<file path="src/rtl/line_matrix_pkg.sv">
// line_matrix_pkg: shared constants, commit FSM state type and width helper for line_matrix_router
package line_matrix_pkg;
  localparam int SRC_CONST0 = 0;
  localparam int SRC_CONST1 = 1;
  typedef enum logic {IDLE, COMMIT} state_t;
  function automatic int clog2(input int v);
    int r;
    r = 0;
    while ((1 << r) < v) r++;
    return r;
  endfunction
endpackage

</file>
<file path="src/rtl/line_matrix_deglitch.sv">
// line_matrix_deglitch: one output's stability filter, instantiated per output when LINE_MATRIX_DEGLITCH_EN is defined
module line_matrix_deglitch #(
  parameter int DEGLITCH_CYCLES = 4
) (
  input  logic clk,
  input  logic rst,
  input  logic clr,
  input  logic d,
  output logic q
);
  logic [7:0] cnt_q, cnt_d;
  logic q_q, q_d, differ, hit;
  assign differ = d != q_q;
  assign hit = !clr && differ && cnt_q == 8'(DEGLITCH_CYCLES - 1);
  // q takes d only after d has disagreed with q for DEGLITCH_CYCLES consecutive samples
  always_comb begin
    q_d = hit ? d : q_q;
    cnt_d = (clr || !differ || hit) ? 8'd0 : cnt_q + 8'd1;
  end
  // filter state
  always_ff @(posedge clk)
    if (rst) begin
      q_q <= 1'b0;
      cnt_q <= 8'd0;
    end else begin
      q_q <= q_d;
      cnt_q <= cnt_d;
    end
  assign q = q_q;
endmodule

</file>
<file path="src/rtl/line_matrix_router.sv">
// line_matrix_router: routes synchronised input lines or constants to output pins via shadow/active tables; optional deglitch under LINE_MATRIX_DEGLITCH_EN
module line_matrix_router import line_matrix_pkg::*; #(
  parameter int NUM_INPUTS = 8,
  parameter int NUM_OUTPUTS = 10,
  parameter int SYNC_STAGES = 2,
  parameter int DEGLITCH_CYCLES = 4,
  localparam int OUT_W = clog2(NUM_OUTPUTS) > 1 ? clog2(NUM_OUTPUTS) : 1,
  localparam int SRC_W = clog2(NUM_INPUTS + 2)
) (
  input  logic clk,
  input  logic rst,
  input  logic [NUM_INPUTS-1:0] input_lines,
  output logic [NUM_OUTPUTS-1:0] output_lines,
  input  logic cfg_valid,
  output logic cfg_ready,
  input  logic [OUT_W-1:0] cfg_output,
  input  logic [SRC_W-1:0] cfg_source,
  input  logic cfg_commit,
  output logic cfg_err,
  output logic commit_done,
  input  logic [OUT_W-1:0] rb_output,
  output logic [SRC_W-1:0] rb_source
);
  localparam logic [SRC_W-1:0] SRC_ZERO = SRC_W'(NUM_INPUTS + SRC_CONST0);
  if (NUM_INPUTS < 1 || NUM_INPUTS > 64 || NUM_OUTPUTS < 1 || NUM_OUTPUTS > 64 ||
      SYNC_STAGES < 2 || SYNC_STAGES > 4 || DEGLITCH_CYCLES < 1 || DEGLITCH_CYCLES > 255) begin : g_bad_param
    $error("line_matrix_router: parameter out of range");
  end
  logic [SYNC_STAGES-1:0][NUM_INPUTS-1:0] sync_q;
  logic [SRC_W-1:0] shadow_q [NUM_OUTPUTS];
  logic [SRC_W-1:0] active_q [NUM_OUTPUTS];
  logic [NUM_INPUTS+1:0] src_v;
  logic [NUM_OUTPUTS-1:0] mux_v, out_d, out_q;
  logic [SRC_W-1:0] rb_q;
  state_t state_q;
  logic ready_q, err_q, done_q, wr, bad, start;
  // source codes above the inputs select constant 0 then constant 1
  assign src_v = {1'b1, 1'b0, sync_q[SYNC_STAGES-1]};
  assign wr = cfg_valid && ready_q;
  assign bad = {1'b0, cfg_output} >= (OUT_W+1)'(NUM_OUTPUTS) ||
               {1'b0, cfg_source} > (SRC_W+1)'(NUM_INPUTS + SRC_CONST1);
  assign start = state_q == IDLE && cfg_commit;
  // input synchroniser chain
  always_ff @(posedge clk)
    sync_q <= rst ? '0 : {sync_q[SYNC_STAGES-2:0], input_lines};
  // per-output source select from the active table
  always_comb begin
    mux_v = '0;
    for (int k = 0; k < NUM_OUTPUTS; k++) mux_v[k] = src_v[active_q[k]];
  end
  // route tables, commit FSM and registered status outputs
  always_ff @(posedge clk)
    if (rst) begin
      for (int k = 0; k < NUM_OUTPUTS; k++) begin
        shadow_q[k] <= SRC_ZERO;
        active_q[k] <= SRC_ZERO;
      end
      state_q <= IDLE;
      ready_q <= 1'b1;
      err_q <= 1'b0;
      done_q <= 1'b0;
      rb_q <= SRC_ZERO;
    end else begin
      if (wr && !bad) shadow_q[cfg_output] <= cfg_source;
      if (state_q == COMMIT) active_q <= shadow_q;
      err_q <= wr && bad;
      done_q <= state_q == COMMIT;
      state_q <= start ? COMMIT : IDLE;
      ready_q <= !start;
      rb_q <= ({1'b0, rb_output} < (OUT_W+1)'(NUM_OUTPUTS)) ? active_q[rb_output] : SRC_ZERO;
    end
`ifdef LINE_MATRIX_DEGLITCH_EN
  for (genvar k = 0; k < NUM_OUTPUTS; k++) begin : g_dg
    line_matrix_deglitch #(.DEGLITCH_CYCLES(DEGLITCH_CYCLES)) u_dg (
      .clk(clk),
      .rst(rst),
      .clr(state_q == COMMIT),
      .d(mux_v[k]),
      .q(out_d[k])
    );
  end
`else
  assign out_d = mux_v;
`endif
  // registered output pins
  always_ff @(posedge clk)
    out_q <= rst ? '0 : out_d;
  assign output_lines = out_q;
  assign cfg_ready = ready_q;
  assign cfg_err = err_q;
  assign commit_done = done_q;
  assign rb_source = rb_q;
endmodule

</file>
<file path="config.mk">
export PLATFORM = sky130hd
export DESIGN_NAME = line_matrix_router
export DESIGN_NICKNAME = d
export VERILOG_FILES = /design/src/rtl/line_matrix_pkg.sv /design/src/rtl/line_matrix_deglitch.sv /design/src/rtl/line_matrix_router.sv
export SDC_FILE = /design/constraint.sdc
export NUM_CORES = 1
export LEC_CHECK = 0
export CAP_MARGIN = 0
export CORE_ASPECT_RATIO = 0.5
export CORE_MARGIN = 4
export CORE_UTILIZATION = 45
export CTS_CLUSTER_DIAMETER = 120
export DETAILED_ROUTE_END_ITERATION = 16
export HOLD_SLACK_MARGIN = 0.08
export PLACE_DENSITY = 0.66
export SYNTH_ARGS = -nofsm -noshare
export SYNTH_HDL_FRONTEND = slang
export SYNTH_SLANG_ARGS = --single-unit
</file>
<file path="constraint.sdc">
create_clock -name clk -period 1.8 [get_ports clk]
set_input_delay 0.45 -clock clk [delete_from_list [all_inputs] [get_ports clk]]
set_output_delay 0.45 -clock clk [all_outputs]
set_load 0.05 [all_outputs]
</file>
==> flow_summary.ini <==
[worst_setup_path]
crit_buf_inv = 2
end_kind = flop
cp.required_ps = 2080
critPathMaxStageDelay_ps = 500
crit_arrival_ps = 1940
cp_cell_sequence = clkdlybuf4s50_1, buf_12, mux4_2, nor4_1, a211oi_1
cp_slowest_cell = clkdlybuf4s50_1
cp-start-kind = input pin
crit_family = buffers and inverters
cp_max_fo = 16
crit_type = input pin to flop

[pwr]
p_per_area_mw_per_mm2 = 1020
leakagePower_nw = 2.529
ir_drop_uv = 715.5
power_mw = 6.504

[global_routing]
grt_overflow = 0
grt_max_degree = 32
grt_pass1_wl_um = 20120
grtUsageTotal = 0.1883
antenna_found_initial = 0
grt_pass1_vias = 3766

[route]
post_drt_wl_per_cell_um = 17.12
drt_iter0_drc = 310
routed_via_density = 5.485
final_antenna_net_count = 0
num_vias = 3922
wl_um = 12240
drc_errors = 0
first_pass_iters = 4

[synth]
synth.area.mux_share = 0.2328
seq_area_frac_synth = 0.4377
ys_types = 38
synth_edf_count = 0
syn-instance-count = 519
synth_area_sq_mm = 0.005214
synth_top_area_share = 0.4377
synthArstFlopShare = 0
synth.avg_cell_area_sq_um = 10.05
yosys.area_share.simple = 0.1903
synth_ff_type = dfxtp_1
synthAdderAreaFrac = 0
yosys.area_share.xor_xnor = 0
ys.warnings.count = 0
synth_top_family_by_area = multiplexers
synthTopCellsByArea = dfxtp_1 44%, mux2i_1 19%, nor2_1 4.4%
ys_ff_latch = 114
synth_nets = 543
synth_area_leader_cell = dfxtp_1
synth_compound_gate_area_share = 0.08855

[finish]
regArea_sq_mm = 0.002283
nets = 581
drive_above_1_share = 0.1912
final_core_util = 0.5721
fillCellCount = 981
diodes = 0
multi_input_area_sq_mm = 0.002668
final_cell_mix = 113 x dfxtp_1, 101 x mux2i_1, 61 x nor2_1
syn_to_final_growth_pct = 22.32
layoutNonFillerInstCount = 715
layout.cells.most_common = dfxtp_1
design_area_sq_mm = 0.006377

[placement]
portBuffers = 40
dpl.cell_count = 683
dp_hpwl_um = 8379
pre_cts_ws_ps = -273.4
placed_area_sq_mm = 0.005759
gp_congestion = 0.8545

[clock_network]
clk_pin_slew_ps = 60
cts_made_buffers = 17
hold_buffers = 0
cts-root-buf = clkbuf_16
cts_resized = 0
cts.htree.levels = 4
postCtsSetupRepairBufs = 0
clockBufferDepth = 2
clk_latency_ps = 410
cts_tree = yes
cts_sinks = 114

[floorplanning]
die_x_um = 160.2
coreArea_sq_mm = 0.01115
io_pins = 41
start_util = 0.4677
die_area_sq_mm = 0.01348
rows = 27
fp.dieH_um = 84.11

[timing]
finalHoldViolCount = 0
clock.fmax_mhz = 602.5
hold_ws_ps = 433.6
finClkSkew_ps = 6.077
setup_slack_ps = 140.3
fin_setup_tns_ps = 0
post-route-period-util = 0.9221
layout_min_cycle_time_ps = 1660
tightestPinTransition_ps = 537.0
slew_headroom = 0.6415
setup_violations = 0
rsz0062_at_grt = no
slew_viol_final = 0

[status]
status = completed

[worst_hold_path]
min_path_type = flop to flop

[run]
drv_cap = 0
logic make-up after synthesis:
kind of cell,after synthesis
AO/OA/AOI/OAI,62
buffers and inverters,56
flip-flops,114
multiplexers,114
AND/OR/NAND/NOR,173
synth_stat cells, types with 2 or more instances:
library cell and n:
a211o_1 10, buf_2 19, o21ai_0 12, mux2i_1 101
mux2_2 8, nand4b_2 2, buf_4 4, buf_6 2
nor4b_1 10, nand2_1 5, nand4_2 5, a311oi_1 10
and4b_1 2, clkbuf_1 19, nand3_1 15, a31o_2 10
nor2_1 61, nor2b_1 29, nand2b_1 34, inv_1 11
dfxtp_1 114, a211oi_1 3, nor3_1 2, a31oi_1 12
mux4_2 5, a22oi_1 2
where the power goes:
group          internal, mW  total, mW  switching (mW)
registers              2.57       2.63          0.0565
clock network          2.23       3.48            1.24
logic                 0.198      0.403           0.204
total                  5.00       6.50            1.50
cell type report:
cell class / instances / area share
Clock buffer: 18 / 0.06886
Sequential cell: 114 / 0.3581
Inverter: 11 / 0.006474
Clock inverter: 14 / 0.02806
Multi-Input combinational cell: 349 / 0.4183
Timing Repair Buffer: 64 / 0.09182
Tap cell: 145 / 0.02845
state kept, by name (all words and copies together), names as in the netlist:
signal        count
commit_done       1
shadow_q         40
cfg_err           1
src_v             8
cfg_ready         1
active_q         40
state_q           1
sync_q            8
output_lines     10
rb_source         4
worst paths after layout:
path / from / to / slack (ps) / cells past startpoint
setup / recovery: rb_output[0] / rb_source[3]$_SDFF_PP1_ / 140 / 5
hold / removal: sync_q[2]$_SDFF_PP0_ / src_v[2]$_SDFF_PP0_ / 430 / 1
setup reg to reg: src_v[6]$_SDFF_PP0_ / output_lines[4]$_SDFF_PP0_ / 380 / 3
hold reg to reg: sync_q[2]$_SDFF_PP0_ / src_v[2]$_SDFF_PP0_ / 430 / 1
per-layer routing:
layer,up-vias,part of all wire,global-route usage
met1,1897,0.50,0.2628
li1,1922,-,-
met5,-,0,0
met2,90,0.45,0.2860
met4,0,0.0099,0.05230
met3,13,0.043,0.05377
(Power assumes the default switching activity.)
==> RTL change 1: new RTL, same settings <==
Change the parameter `SYNC_STAGES` from 2 to 4.
--- a/src/rtl/line_matrix_router.sv
+++ b/src/rtl/line_matrix_router.sv
@@ -2,7 +2,7 @@
 module line_matrix_router import line_matrix_pkg::*; #(
   parameter int NUM_INPUTS = 8,
   parameter int NUM_OUTPUTS = 10,
-  parameter int SYNC_STAGES = 2,
+  parameter int SYNC_STAGES = 4,
   parameter int DEGLITCH_CYCLES = 4,
   localparam int OUT_W = clog2(NUM_OUTPUTS) > 1 ? clog2(NUM_OUTPUTS) : 1,
   localparam int SRC_W = clog2(NUM_INPUTS + 2)
Function: changed (a bounded check fails within 4 cycles, from zero or initial values and one cycle with rst high).
==> RTL change 1 against the unedited design <==
Cell area increased by 6.7%; synthesized area increased by 5.8%; count of clock-buffer cells in the layout increased by 2; sequential cell count increased by 16; worst setup slack got worse by 91 ps; power decreased by 0.39%; maximum frequency decreased by 5.2%; non-clock buffer count increased by 23; routed wire length increased by 4.8%; sequential share of layout area increased by 2.5 points.
==> RTL change 1: results <==
<?xml version="1.0" encoding="UTF-8"?>
<metrics>
  <group name="global_routing">
    <metric name="grt_pass1_vias" unit="">3894</metric>
    <metric name="first_pass_grt_wire_length" unit="um">20820</metric>
    <metric name="grt.met2_usage" unit="">0.2763</metric>
    <metric name="globalRouteMet3Util" unit="">0.05416</metric>
    <metric name="combined_global_route_utilization_of_all_metal_layers" unit="">0.1871</metric>
  </group>
  <group name="setup_path">
    <metric name="crit_path_max_fanout" unit="">5</metric>
    <metric name="reg2reg_setup_slack" unit="ps">320</metric>
    <metric name="worst-endpoint-arrival" unit="ps">2040</metric>
    <metric name="critical-path-top-delay-family" unit="">simple AND/OR/NAND/NOR gates</metric>
    <metric name="critical_path.max_stage_delay" unit="ps">590</metric>
    <metric name="cell_with_the_largest_stage_delay_on_the_worst_path" unit="">or4b_4</metric>
  </group>
  <group name="finish">
    <metric name="seq_share" unit="">0.3829</metric>
    <metric name="nets" unit="">642</metric>
    <metric name="num-clock-buffers" unit="">20</metric>
    <metric name="nNonClkInverters" unit="">13</metric>
    <metric name="number_of_multi_input_logic_gates" unit="">369</metric>
    <metric name="nonClockBufferCount" unit="">87</metric>
    <metric name="area_growth" unit="%">23.39</metric>
    <metric name="multi_input_comb_area" unit="sq um">2674</metric>
    <metric name="post_route_cells_drive_above_1_share" unit="">0.1838</metric>
  </group>
  <group name="synth">
    <metric name="yosysSeqAreaShare" unit="">0.4720</metric>
    <metric name="postSynthCellCount" unit="">559</metric>
    <metric name="ys_seq_elements" unit="">130</metric>
    <metric name="synth_common_cells" unit="">dfxtp_1, mux2i_1, nor2_1</metric>
    <metric name="post_synth_num_cell_types" unit="">42</metric>
  </group>
  <group name="placed_design">
    <metric name="postPlaceCellArea" unit="sq um">6265</metric>
    <metric name="dpl.cell_count" unit="">764</metric>
    <metric name="post_detail_place_hpwl" unit="um">9153</metric>
    <metric name="dpl_worst_slack" unit="ps">-362.7</metric>
  </group>
  <group name="power_and_ir_drop">
    <metric name="swShare" unit="">0.2372</metric>
    <metric name="p_per_area" unit="nW/um^2">952.1</metric>
  </group>
  <group name="worst_hold_path">
    <metric name="min_from" unit="">sync_q[14]$_SDFF_PP0_</metric>
    <metric name="whs_endpoint" unit="">sync_q[22]$_SDFF_PP0_</metric>
  </group>
  <group name="timing">
    <metric name="holdWs" unit="ps">433.8</metric>
    <metric name="setup_ws" unit="ps">49.29</metric>
    <metric name="worst_clock_skew" unit="ps">7.369</metric>
  </group>
  <group name="outcome">
    <metric name="status" unit="">completed</metric>
  </group>
  <group name="route">
    <metric name="detail_route.first_pass.iterations" unit="">6</metric>
  </group>
</metrics>
[RTL change 1: cell types whose count changed after synthesis, moves of 9 or more]
cell / delta
nand2b_1: -32
clkbuf_1: +20
dfxtp_1: +16
nor2b_1: +15
buf_2: -13
nor2_1: +11
o21ai_0: +11
a31o_2: -10
nor4b_1: -9
[RTL change 1: cells by family (layout without fill, tap and decap cells)]
| family | after synthesis | after routing | synth area share |
|---|---|---|---|
| AO/OA/AOI/OAI | 78 | 78 | 0.09757 |
| AND/OR/NAND/NOR | 186 | 186 | 0.1861 |
| multiplexers | 105 | 105 | 0.2008 |
| buffers and inverters | 60 | 132 | 0.04357 |
| flip-flops | 130 | 130 | 0.4720 |
[RTL change 1: per-layer routing]
layer | vias to the layer above | part of all wire
met5 | - | 0
met4 | 0 | 0.010
met3 | 14 | 0.071
met2 | 124 | 0.43
met1 | 1991 | 0.49
li1 | 2101 | -
==> RTL change 2: new RTL, same flow settings <==
Made on the original files. Put one more register stage on the output `cfg_err`. The value now appears one clock later. The other outputs are not delayed to match.
--- a/src/rtl/line_matrix_router.sv
+++ b/src/rtl/line_matrix_router.sv
@@ -87,7 +87,9 @@
     out_q <= rst ? '0 : out_d;
   assign output_lines = out_q;
   assign cfg_ready = ready_q;
-  assign cfg_err = err_q;
+  always_ff @(posedge clk) begin
+    cfg_err <= err_q;
+  end
   assign commit_done = done_q;
   assign rb_source = rb_q;
 endmodule
Check against the original RTL: not equivalent (Yosys sat finds a counterexample within 4 cycles, from zero or initial values and one cycle with rst high).
==> RTL change 2 against the unedited design <==
Final cell count rose by 2.9%; worst setup slack gained 74 ps; largest cell class unchanged; routed wire length grew 0.35%; cell area increased by 1.5%; sequential share of layout area decreased by 0.23 points; count of clock-buffer cells in the layout down 1; highest routed layer unchanged; sequential cell count rose by 1; power grew 2.3%; synthesized area up 0.38%; largest power group unchanged; via count is 0.18% higher; maximum frequency is 4.7% higher; critical path type unchanged; die area rose by 0.36%.
==> RTL change 2: results <==
<?xml version="1.0" encoding="UTF-8"?>
<metrics>
  <group name="outcome">
    <metric name="status" unit="">completed</metric>
  </group>
  <group name="synth">
    <metric name="fraction_of_synthesized_area_in_multiplexers" unit="">0.2319</metric>
    <metric name="synth_compound_area_frac" unit="">0.08821</metric>
    <metric name="biggest_area_contributors_in_the_synthesized_netlist" unit="">dfxtp_1, mux2i_1, nor2_1</metric>
    <metric name="synth_common_cells" unit="">dfxtp_1, mux2i_1, nor2_1</metric>
    <metric name="yosysSeqAreaShare" unit="">0.4399</metric>
    <metric name="post_syn_nets" unit="">544</metric>
    <metric name="post_synth_num_cell_types" unit="">38</metric>
  </group>
  <group name="placed_design">
    <metric name="post_detail_place_hpwl" unit="um">8534</metric>
    <metric name="dpl_worst_slack" unit="ps">-214.7</metric>
    <metric name="place.gp.congestion" unit="">0.8656</metric>
  </group>
  <group name="route">
    <metric name="drt-vias-per-instance" unit="">5.338</metric>
    <metric name="wl_per_cell" unit="um">16.69</metric>
    <metric name="drt_iter0_drc" unit="">280</metric>
  </group>
  <group name="timing">
    <metric name="relSlewSlack" unit="">0.6299</metric>
    <metric name="timing.setup.tns" unit="ps">0</metric>
  </group>
  <group name="cts">
    <metric name="cts-resized-gates" unit="">0</metric>
    <metric name="clk_latency" unit="ps">420</metric>
  </group>
  <group name="global_routing">
    <metric name="first_pass_grt_wire_length" unit="um">20550</metric>
    <metric name="grt.met2_usage" unit="">0.2963</metric>
    <metric name="grt_start_max_net_pins" unit="">34</metric>
    <metric name="grt_pass1_vias" unit="">3893</metric>
    <metric name="globalRouteMet3Util" unit="">0.04953</metric>
    <metric name="groute.layer.met1.usage" unit="">0.2555</metric>
    <metric name="combined_global_route_utilization_of_all_metal_layers" unit="">0.1887</metric>
  </group>
  <group name="setup_path">
    <metric name="crit_path_max_fanout" unit="">13</metric>
    <metric name="worst-endpoint-arrival" unit="ps">1870</metric>
  </group>
  <group name="finish">
    <metric name="nets" unit="">588</metric>
    <metric name="post_route_cells_drive_above_1_share" unit="">0.1993</metric>
  </group>
  <group name="power_and_ir_drop">
    <metric name="power.ir.vdd_worst" unit="mV">0.5151</metric>
    <metric name="cellLeakagePower" unit="nW">2.568</metric>
  </group>
</metrics>
## RTL change 2: cell types whose count changed in the layout (fill, tap and decap cells not counted), sizes merged
cell | unedited run | this run
buf | 42 | 48
clkbuf | 18 | 17
bufinv | 3 | 4
inv | 15 | 13
clkinvlp | 3 | 4
dfxtp | 114 | 115
clkinv | 4 | 5
## RTL change 2: worst paths after layout
kind | startpoint | end | slack [ps] | depth (start not counted)
hold / removal | err_q$_SDFF_PP0_ | cfg_err$_DFF_P_ | 340 | 0
hold reg to reg | err_q$_SDFF_PP0_ | cfg_err$_DFF_P_ | 340 | 0
setup / recovery | rb_output[0] | rb_source[3]$_SDFF_PP1_ | 210 | 5
setup reg to reg | src_v[6]$_SDFF_PP0_ | output_lines[4]$_SDFF_PP0_ | 450 | 3
## RTL change 2: cell families (layout without fill, tap and decap cells)
family,after synthesis,after routing
and+or+nand+nor,173,173
muxes,114,114
AOI/OAI and AO/OA,62,62
buffers and inverters,56,113
DFF,115,115
## RTL change 2: per-stage QoR
step	instances	area (sq um)
3_5_place_dp	704	5842
3_3_place_gp	704	5842
2_1_floorplan	520	5234
4_1_cts	736	6475
6_report	736	6475
5_1_grt	736	6475
## RTL change 2: final cells by class
class                           count  area [sq um]
Multi-Input combinational cell    349          2668
Clock buffer                       17         425.4
Clock inverter                     15         207.7
Sequential cell                   115          2303
Tap cell                          159         198.9
Timing Repair Buffer               70         630.6
Fill cell                         996          4707
Inverter                           11         41.29
## RTL change 2: power breakdown
group	switching [mW]	internal, mW	total [mW]
logic	0.201	0.208	0.409
registers	0.0621	2.59	2.65
clock network	1.26	2.33	3.59
## RTL change 2: per-layer routing
layer	vias to the layer above	wire length (um)
li1	1935	-
met1	1876	5946
met2	101	5517
met3	17	687
met4	0	136
met5	-	0
